$ cat config.mk
export PLATFORM = sky130hd
export DESIGN_NAME = bcd_to_seg7
export DESIGN_NICKNAME = d
export VERILOG_FILES = /design/src/rtl/seg7_pkg.sv /design/src/rtl/bcd_seg7_lut.sv /design/src/rtl/bcd_to_seg7.sv
export SDC_FILE = /design/constraint.sdc
export NUM_CORES = 1
export LEC_CHECK = 0
export CORE_AREA = 10 10 47 49
export CTS_CLUSTER_SIZE = 28
export DETAILED_ROUTE_END_ITERATION = 16
export DIE_AREA = 0 0 57 59
export GPL_TIMING_DRIVEN = 0
export PLACE_DENSITY_LB_ADDON = 0.1
export SLEW_MARGIN = 40
export SYNTH_ARGS = -nofsm -noshare
export SYNTH_HDL_FRONTEND = slang
export SYNTH_SLANG_ARGS = --single-unit
$ cat constraint.sdc
create_clock -name clk -period 0.8 [get_ports clk]
set_input_delay 0.16 -clock clk [delete_from_list [all_inputs] [get_ports clk]]
set_output_delay 0.16 -clock clk [all_outputs]
set_load 0.05 [all_outputs]
$ cat src/rtl/seg7_pkg.sv
// Shared segment patterns for the BCD to 7-segment decoder.
// Patterns are ordered abcdefg (bit 6 = a, bit 0 = g) and are active-high.
package seg7_pkg;

   localparam int SEG_W = 7;
   localparam int BCD_MAX = 9;

   localparam logic [SEG_W-1:0] SEG_0 = 7'b1111110;
   localparam logic [SEG_W-1:0] SEG_1 = 7'b0110000;
   localparam logic [SEG_W-1:0] SEG_2 = 7'b1101101;
   localparam logic [SEG_W-1:0] SEG_3 = 7'b1111001;
   localparam logic [SEG_W-1:0] SEG_4 = 7'b0110011;
   localparam logic [SEG_W-1:0] SEG_5 = 7'b1011011;
   localparam logic [SEG_W-1:0] SEG_6 = 7'b1011111;
   localparam logic [SEG_W-1:0] SEG_7 = 7'b1110000;
   localparam logic [SEG_W-1:0] SEG_8 = 7'b1111111;
   localparam logic [SEG_W-1:0] SEG_9 = 7'b1111011;
   localparam logic [SEG_W-1:0] SEG_BLANK = 7'b0000000;

   // Converts an active-high pattern to the pin polarity of the display.
   function automatic logic [SEG_W-1:0] applyPolarity(
      input logic [SEG_W-1:0] seg,
      input bit               activeLow
   );
      return activeLow ? ~seg : seg;
   endfunction

endpackage

$ cat src/rtl/bcd_seg7_lut.sv
// Combinational lookup from a 4-bit code to an active-high segment pattern.
// Codes above 9 produce a blank pattern and raise o_invalid.
module bcd_seg7_lut
   import seg7_pkg::*;
(
   input  logic [3:0]       i_code,
   output logic [SEG_W-1:0] o_seg,
   output logic             o_invalid
);

   always_comb begin
      o_seg = SEG_BLANK;
      o_invalid = 1'b0;
      case (i_code)
         4'd0: o_seg = SEG_0;
         4'd1: o_seg = SEG_1;
         4'd2: o_seg = SEG_2;
         4'd3: o_seg = SEG_3;
         4'd4: o_seg = SEG_4;
         4'd5: o_seg = SEG_5;
         4'd6: o_seg = SEG_6;
         4'd7: o_seg = SEG_7;
         4'd8: o_seg = SEG_8;
         4'd9: o_seg = SEG_9;
         default: begin
            o_seg = SEG_BLANK;
            o_invalid = 1'b1;
         end
      endcase
   end

endmodule

$ cat src/rtl/bcd_to_seg7.sv
// Registered BCD to 7-segment driver with selectable display polarity.
// Segments and err update one clock after the code is sampled.
module bcd_to_seg7
   import seg7_pkg::*;
#(
   parameter bit ACTIVE_LOW = 1'b0
)(
   input  logic clk,
   input  logic rst,
   input  logic A,
   input  logic B,
   input  logic C,
   input  logic D,
   output logic a,
   output logic b,
   output logic c,
   output logic d,
   output logic e,
   output logic f,
   output logic g,
   output logic err
);

   logic [3:0]       w_code;
   logic [SEG_W-1:0] w_segHigh;
   logic [SEG_W-1:0] w_segPins;
   logic             w_invalid;
   logic [SEG_W-1:0] r_seg;
   logic             r_err;

   assign w_code = {A, B, C, D};

   bcd_seg7_lut uLut (
      .i_code    (w_code),
      .o_seg     (w_segHigh),
      .o_invalid (w_invalid)
   );

   assign w_segPins = applyPolarity(w_segHigh, ACTIVE_LOW);

   // The reset value is the blank pattern in pin polarity, so the display is dark.
   always_ff @(posedge clk or posedge rst) begin
      if (rst) begin
         r_seg <= applyPolarity(SEG_BLANK, ACTIVE_LOW);
         r_err <= 1'b0;
      end else begin
         r_seg <= w_segPins;
         r_err <= w_invalid;
      end
   end

   assign {a, b, c, d, e, f, g} = r_seg;
   assign err = r_err;

endmodule

After elaboration in Yosys (flattened, before gate mapping)
Index checks and enable logic that the tools add are counted.
- bitwise gates (word level): 0
- shift operators: 0
- mux-type cells: 2
- multiply operators: 0
- add/sub/neg operators: 0
- reduce and logical (&&, ||, !) cells: 2
- div/mod/pow operators: 0
- order comparisons: 0
- equality and inequality tests: 9
- operators by type and width (operator ; count):
    one-hot mux 7 bit (10 select lines) ; 1
    equality test 4 x 3 -> 1 bit, second input constant ; 4
    OR reduction 10 bit ; 1
    equality test 4 x 2 -> 1 bit, second input constant ; 2
    equality test 4 bit, second input constant ; 2
    equality test 4 x 1 -> 1 bit, second input constant ; 1
    logical NOT 4 bit ; 1
    2-to-1 mux 1 bit ; 1
- bits in latches: 0
- ROM bits: 0
- RAM bits: 0
- logic and storage cells: 15
- output and inout bits: 8
- register bits after elaboration: 8
- memories: 0
- input bits: 6

Longest topological paths before layout
- depth after elaboration: 3
- mapped depth: 3
- depth with buffers taken out: 2

Modules after synthesis
Synthesis repeated with hierarchy kept, for this count alone.
- cell total of the unflattened synthesis: 30
- area total of the unflattened synthesis: 355.3 um^2
- modules (own cells, without submodules) (module ; times used ; cells an instance ; area an instance (um^2) ; seq. area each (um^2)):
    bcd_to_seg7 ; 1 ; 9 ; 203.9 ; 200.2
    bcd_seg7_lut ; 1 ; 21 ; 151.4 ; 0.0

Worst setup path before layout
OpenSTA, ideal clock, no wires.
- kind: input to register
- from: in D
- to: reg r_seg[3]
- data required time: 670 ps
- stages on the path: 3
- library setup time: 130 ps
- buffers on the path: 1
- path slack: 7 ps
- data arrival time: 663 ps
- cells stage by stage: buf_2 -> nor4b_2 -> nor4_2
- word-level cells in the longest chain between the ends: 2
- elaborated cells between the ends (all ways): 11
- those cells by class: eq/ne (9); mux (1); reduce/logical (1)
- ends and longest elaborated chain (item ; line ; text):
    start: declaration ; bcd_to_seg7.sv:13 ; input logic D,
    equality test 4 bit, or another cell as far along ; bcd_seg7_lut.sv:14 ; case (i_code)
    one-hot mux 7 bit (10 select lines) * ; bcd_seg7_lut.sv:14 ;
    via uLut.o_seg[3] ; bcd_seg7_lut.sv:7 ; output logic [SEG_W-1:0] o_seg,
    end signal: assignment ; bcd_to_seg7.sv:44 ; r_seg <= applyPolarity(SEG_BLANK, ACTIVE_LOW);
    end signal: assignment ; bcd_to_seg7.sv:47 ; r_seg <= w_segPins;
    end: declaration ; bcd_to_seg7.sv:28 ; logic [SEG_W-1:0] r_seg;
Mark *: on every way through the listed nets, which the timed path passes. The rest lies on a longest branch.

Worst setup path in the final report
- from: reg r_seg[3]
- to: out d
- RTL lines (item ; line ; text):
    end: declaration ; bcd_to_seg7.sv:17 ; output logic d,
No word-level cell between the ends.

==> impl_metrics.py <==
metrics = {
    "worst_setup_path": {
        "worst_path_dominant_cell_family": "flip-flops",
        "worstSetupPathType": "reg2out",
        "cpMaxStageDelayCell": "sky130_fd_sc_hd__dfrtp_1",
        "critical_path_buf_inv_count": 1,
        "critical_path_peak_fanout": 1,
        "cp_slowest_stage_delay_ns": 0.37,
        "critical_path_capture_point_type": "output pin",
        "timing.critical_path.cells": "buf_6",
        "worstSetupStartpointType": "flop",
        "crit_required_ns": 0.64,
        "critical_path_arrival_ns": 0.77,
    },
    "finish": {
        "layout-drive-gt1-share_pct": 56.9,
        "multi_input_comb_area_um2": 166,
        "area_growth_pct": 46.6,
        "finish.utilization_pct": 42.7,
        "stdcell_area_um2": 598,
        "final_cells": 67,
        "number_of_fill_cells": 135,
        "antennaDiodeCount": 0,
        "finish.net_count": 59,
        "final-seq-area_um2": 200,
    },
    "grt": {
        "grt_busiest_layer": "met2",
        "globalRouteOverflowTotal": 0,
        "grt_antenna_before_repair": 0,
        "grt_start_max_net_pins": 11,
        "globalRouteTotalUtil_pct": 5.57,
        "globalRouteMet2Util_pct": 8.06,
        "grt_use_met1_pct": 5.10,
        "grt_first_pass_wirelength_um": 1440,
        "grtUsageMet3_pct": 2.79,
        "first_global_vias": 335,
    },
    "routing": {
        "vias_per_cell": 4.84,
        "drt-wirelength-per-cell_um": 12.8,
        "dr.pass1.iters": 1,
        "route.detailed.drc": 0,
        "num_vias": 324,
        "drtAntennaViolNets": 0,
        "wirelength_um": 860,
        "drt-initial-drc-count": 0,
    },
    "power": {
        "worst_ir_drop_vdd_uv": 434,
        "p_clk_share_pct": 26.0,
        "power_switching_share_pct": 31.0,
        "power.share.combinational_pct": 32.3,
        "power_density_nw_per_um2": 1820,
        "total_leakage_power_nw": 0.272,
        "share_seq_of_total_power_pct": 41.7,
        "internal_power_w": 0.000752,
        "switchingPower_w": 0.000337,
    },
    "logic_synthesis": {
        "synth-seq-cells": 8,
        "synth.most_common_cell": "sky130_fd_sc_hd__dfrtp_1",
        "synthDominantCellAreaShare_pct": 49.1,
        "synth_seq_area_share_pct": 49.1,
        "postSynthNetCount": 39,
        "dominantRegCellSynth": "sky130_fd_sc_hd__dfrtp_1",
        "synth_top_family_by_area": "compound AO/OA/AOI/OAI gates",
        "synth_enable_flop_cells": 0,
        "yosysWarningCount": 0,
        "mappedNetlistArea_um2": 408,
        "synth_common_cells": "sky130_fd_sc_hd__dfrtp_1, sky130_fd_sc_hd__buf_6, sky130_fd_sc_hd__nor3_1, sky130_fd_sc_hd__o21a_1, sky130_fd_sc_hd__o22ai_1",
        "synthCells": 33,
        "synthXorXnorAreaFrac_pct": 0,
        "yosysTopAreaCell": "sky130_fd_sc_hd__dfrtp_1",
        "syn_avg_cell_area_um2": 12.4,
        "synth.area.mux_share_pct": 0,
        "synth_cell_type_count": 21,
        "synth_compound_area_share_pct": 20.9,
        "synthSimpleGateAreaFrac_pct": 18.7,
        "async_reset_ff_share_pct": 100,
        "netlist_top_cells_area": "sky130_fd_sc_hd__dfrtp_1, sky130_fd_sc_hd__buf_6, sky130_fd_sc_hd__a221oi_2",
        "synth_fa_ha_area_share_pct": 0,
    },
    "sta": {
        "finalSetupTns_ns": -0.979,
        "slew_at_the_pin_closest_to_its_max_slew_limit_ns": 0.300,
        "fin_ws_ns": -0.127,
        "slew_viol_final": 0,
        "final-hold-violation-count": 0,
        "period_share_pct": 116,
        "report.final.setup_viol": 8,
        "finalWorstPathRequiredPeriod_ns": 0.927,
        "relative_slew_slack_pct": 79.9,
        "grt_setup_unrepaired": "yes",
        "timing_limited_maximum_frequency_mhz": 1080,
    },
    "clocking": {
        "cts_hold_buffers": 0,
        "clock_pin_slew_reported_for_the_worst_setup_and_hold_paths_after_clock_tree_synthesis_ns": 0.05,
        "clock_tree.buffer_depth": 2,
        "number_of_clock_sinks": 8,
        "tritoncts": "done",
        "clock_tree.root_cell": "sky130_fd_sc_hd__clkbuf_4",
        "cts_max_level": 1,
        "number_of_clock_buffers_inserted_by_tritoncts": 3,
    },
    "die": {
        "core.rowCount": 14,
        "initial_core_util_pct": 29.1,
        "io_pins": 14,
        "chipHeight_um": 59,
        "core_area_um2": 1400,
        "floorplan.die_area_um2": 3360,
        "dieWidth_um": 57,
    },
    "placed_design": {
        "place_hpwl_um": 653,
        "placed_cell_area_um2": 538,
        "port_buffers": 11,
        "numPlacedInstances": 60,
        "preCtsSetupSlack_ns": -0.516,
        "place_congestion": 0.705,
    },
    "outcome": {
        "violated_checks": "setup timing",
        "outcome": "finished, violations left",
    },
    "min_path": {
        "min-delay-path-class": "in2async",
    },
    "flow_run": {
        "cap_viol_max_count": 0,
    },
}
[stage by stage]
stage / total power (W) / hold slack (ns)
floorplan: 0.000677 / -0.0243
global placement: 0.000776 / 0.390
detailed placement: 0.000785 / 0.401
CTS: 0.00110 / 0.139
global route: 0.00114 / 0.151
finish: 0.00109 / 0.145
[repair_timing]
action,in CTS,in global routing
gates resized for setup,61,5
buffers inserted,2,2
setup endpoints to repair,15,13
pin swaps,1,1
[area by class of cell]
cell class,instances,area share [%]
sequential,8,33.5
inverter,2,1.26
multi-input combinational,19,27.8
timing repair buffer,15,23.8
buffer,4,6.49
tap,16,3.35
clock buffer,3,3.77
[layer usage]
| layer | wire length, µm | vias up |
|---|---|---|
| met5 | 0 | - |
| li1 | - | 156 |
| met1 | 349 | 149 |
| met2 | 377 | 17 |
| met4 | 26 | 0 |
| met3 | 107 | 2 |
[power groups by stage]
stage | logic, W | clock network [W] | registers (W)
after floorplan | 0.000101 | 0 | 0.000576
after global placement | 0.000325 | 0 | 0.000451
after detailed placement | 0.000331 | 0 | 0.000454
after CTS | 0.000346 | 0.000296 | 0.000455
after global routing | 0.000373 | 0.000307 | 0.000457
final | 0.000352 | 0.000283 | 0.000455
[sequential cells by signal (all words and copies together), names as in the netlist]
signal and flops:
err 1, r_seg 7
[cell families after synthesis]
logic type	Yosys count
buf+inv	6
flops	8
compound gates	10
simple gates	9
[worst paths after layout]
| path | cells past startpoint | to | start |
|---|---|---|---|
| min in group clk | 2 | r_seg[2] | A |
| hold / removal | 2 | r_seg[3] | rst |
| setup / recovery | 1 | d | r_seg[3] |
| max in group asynchronous | 2 | r_seg[0] | rst |
[cells in the final DEF (no fill, tap or decap)]
cell type	n
sky130_fd_sc_hd__inv_1	1
sky130_fd_sc_hd__and3_4	1
sky130_fd_sc_hd__nor4b_2	1
sky130_fd_sc_hd__a21o_1	1
sky130_fd_sc_hd__dfrtp_1	8
sky130_fd_sc_hd__a21boi_0	1
sky130_fd_sc_hd__and2b_1	1
sky130_fd_sc_hd__buf_6	11
sky130_fd_sc_hd__buf_2	2
sky130_fd_sc_hd__o22ai_1	2
sky130_fd_sc_hd__nor2_1	1
sky130_fd_sc_hd__inv_2	1
sky130_fd_sc_hd__clkbuf_4	4
sky130_fd_sc_hd__o21a_1	2
sky130_fd_sc_hd__a211oi_1	1
sky130_fd_sc_hd__nor4_2	1
sky130_fd_sc_hd__buf_4	4
sky130_fd_sc_hd__clkdlybuf4s50_1	1
sky130_fd_sc_hd__and2_4	1
sky130_fd_sc_hd__a211oi_2	1
sky130_fd_sc_hd__nor3b_2	1
sky130_fd_sc_hd__o21bai_1	1
sky130_fd_sc_hd__a221oi_2	1
sky130_fd_sc_hd__nor3_1	2
Note: power is estimated with default switching activity, not from simulation.
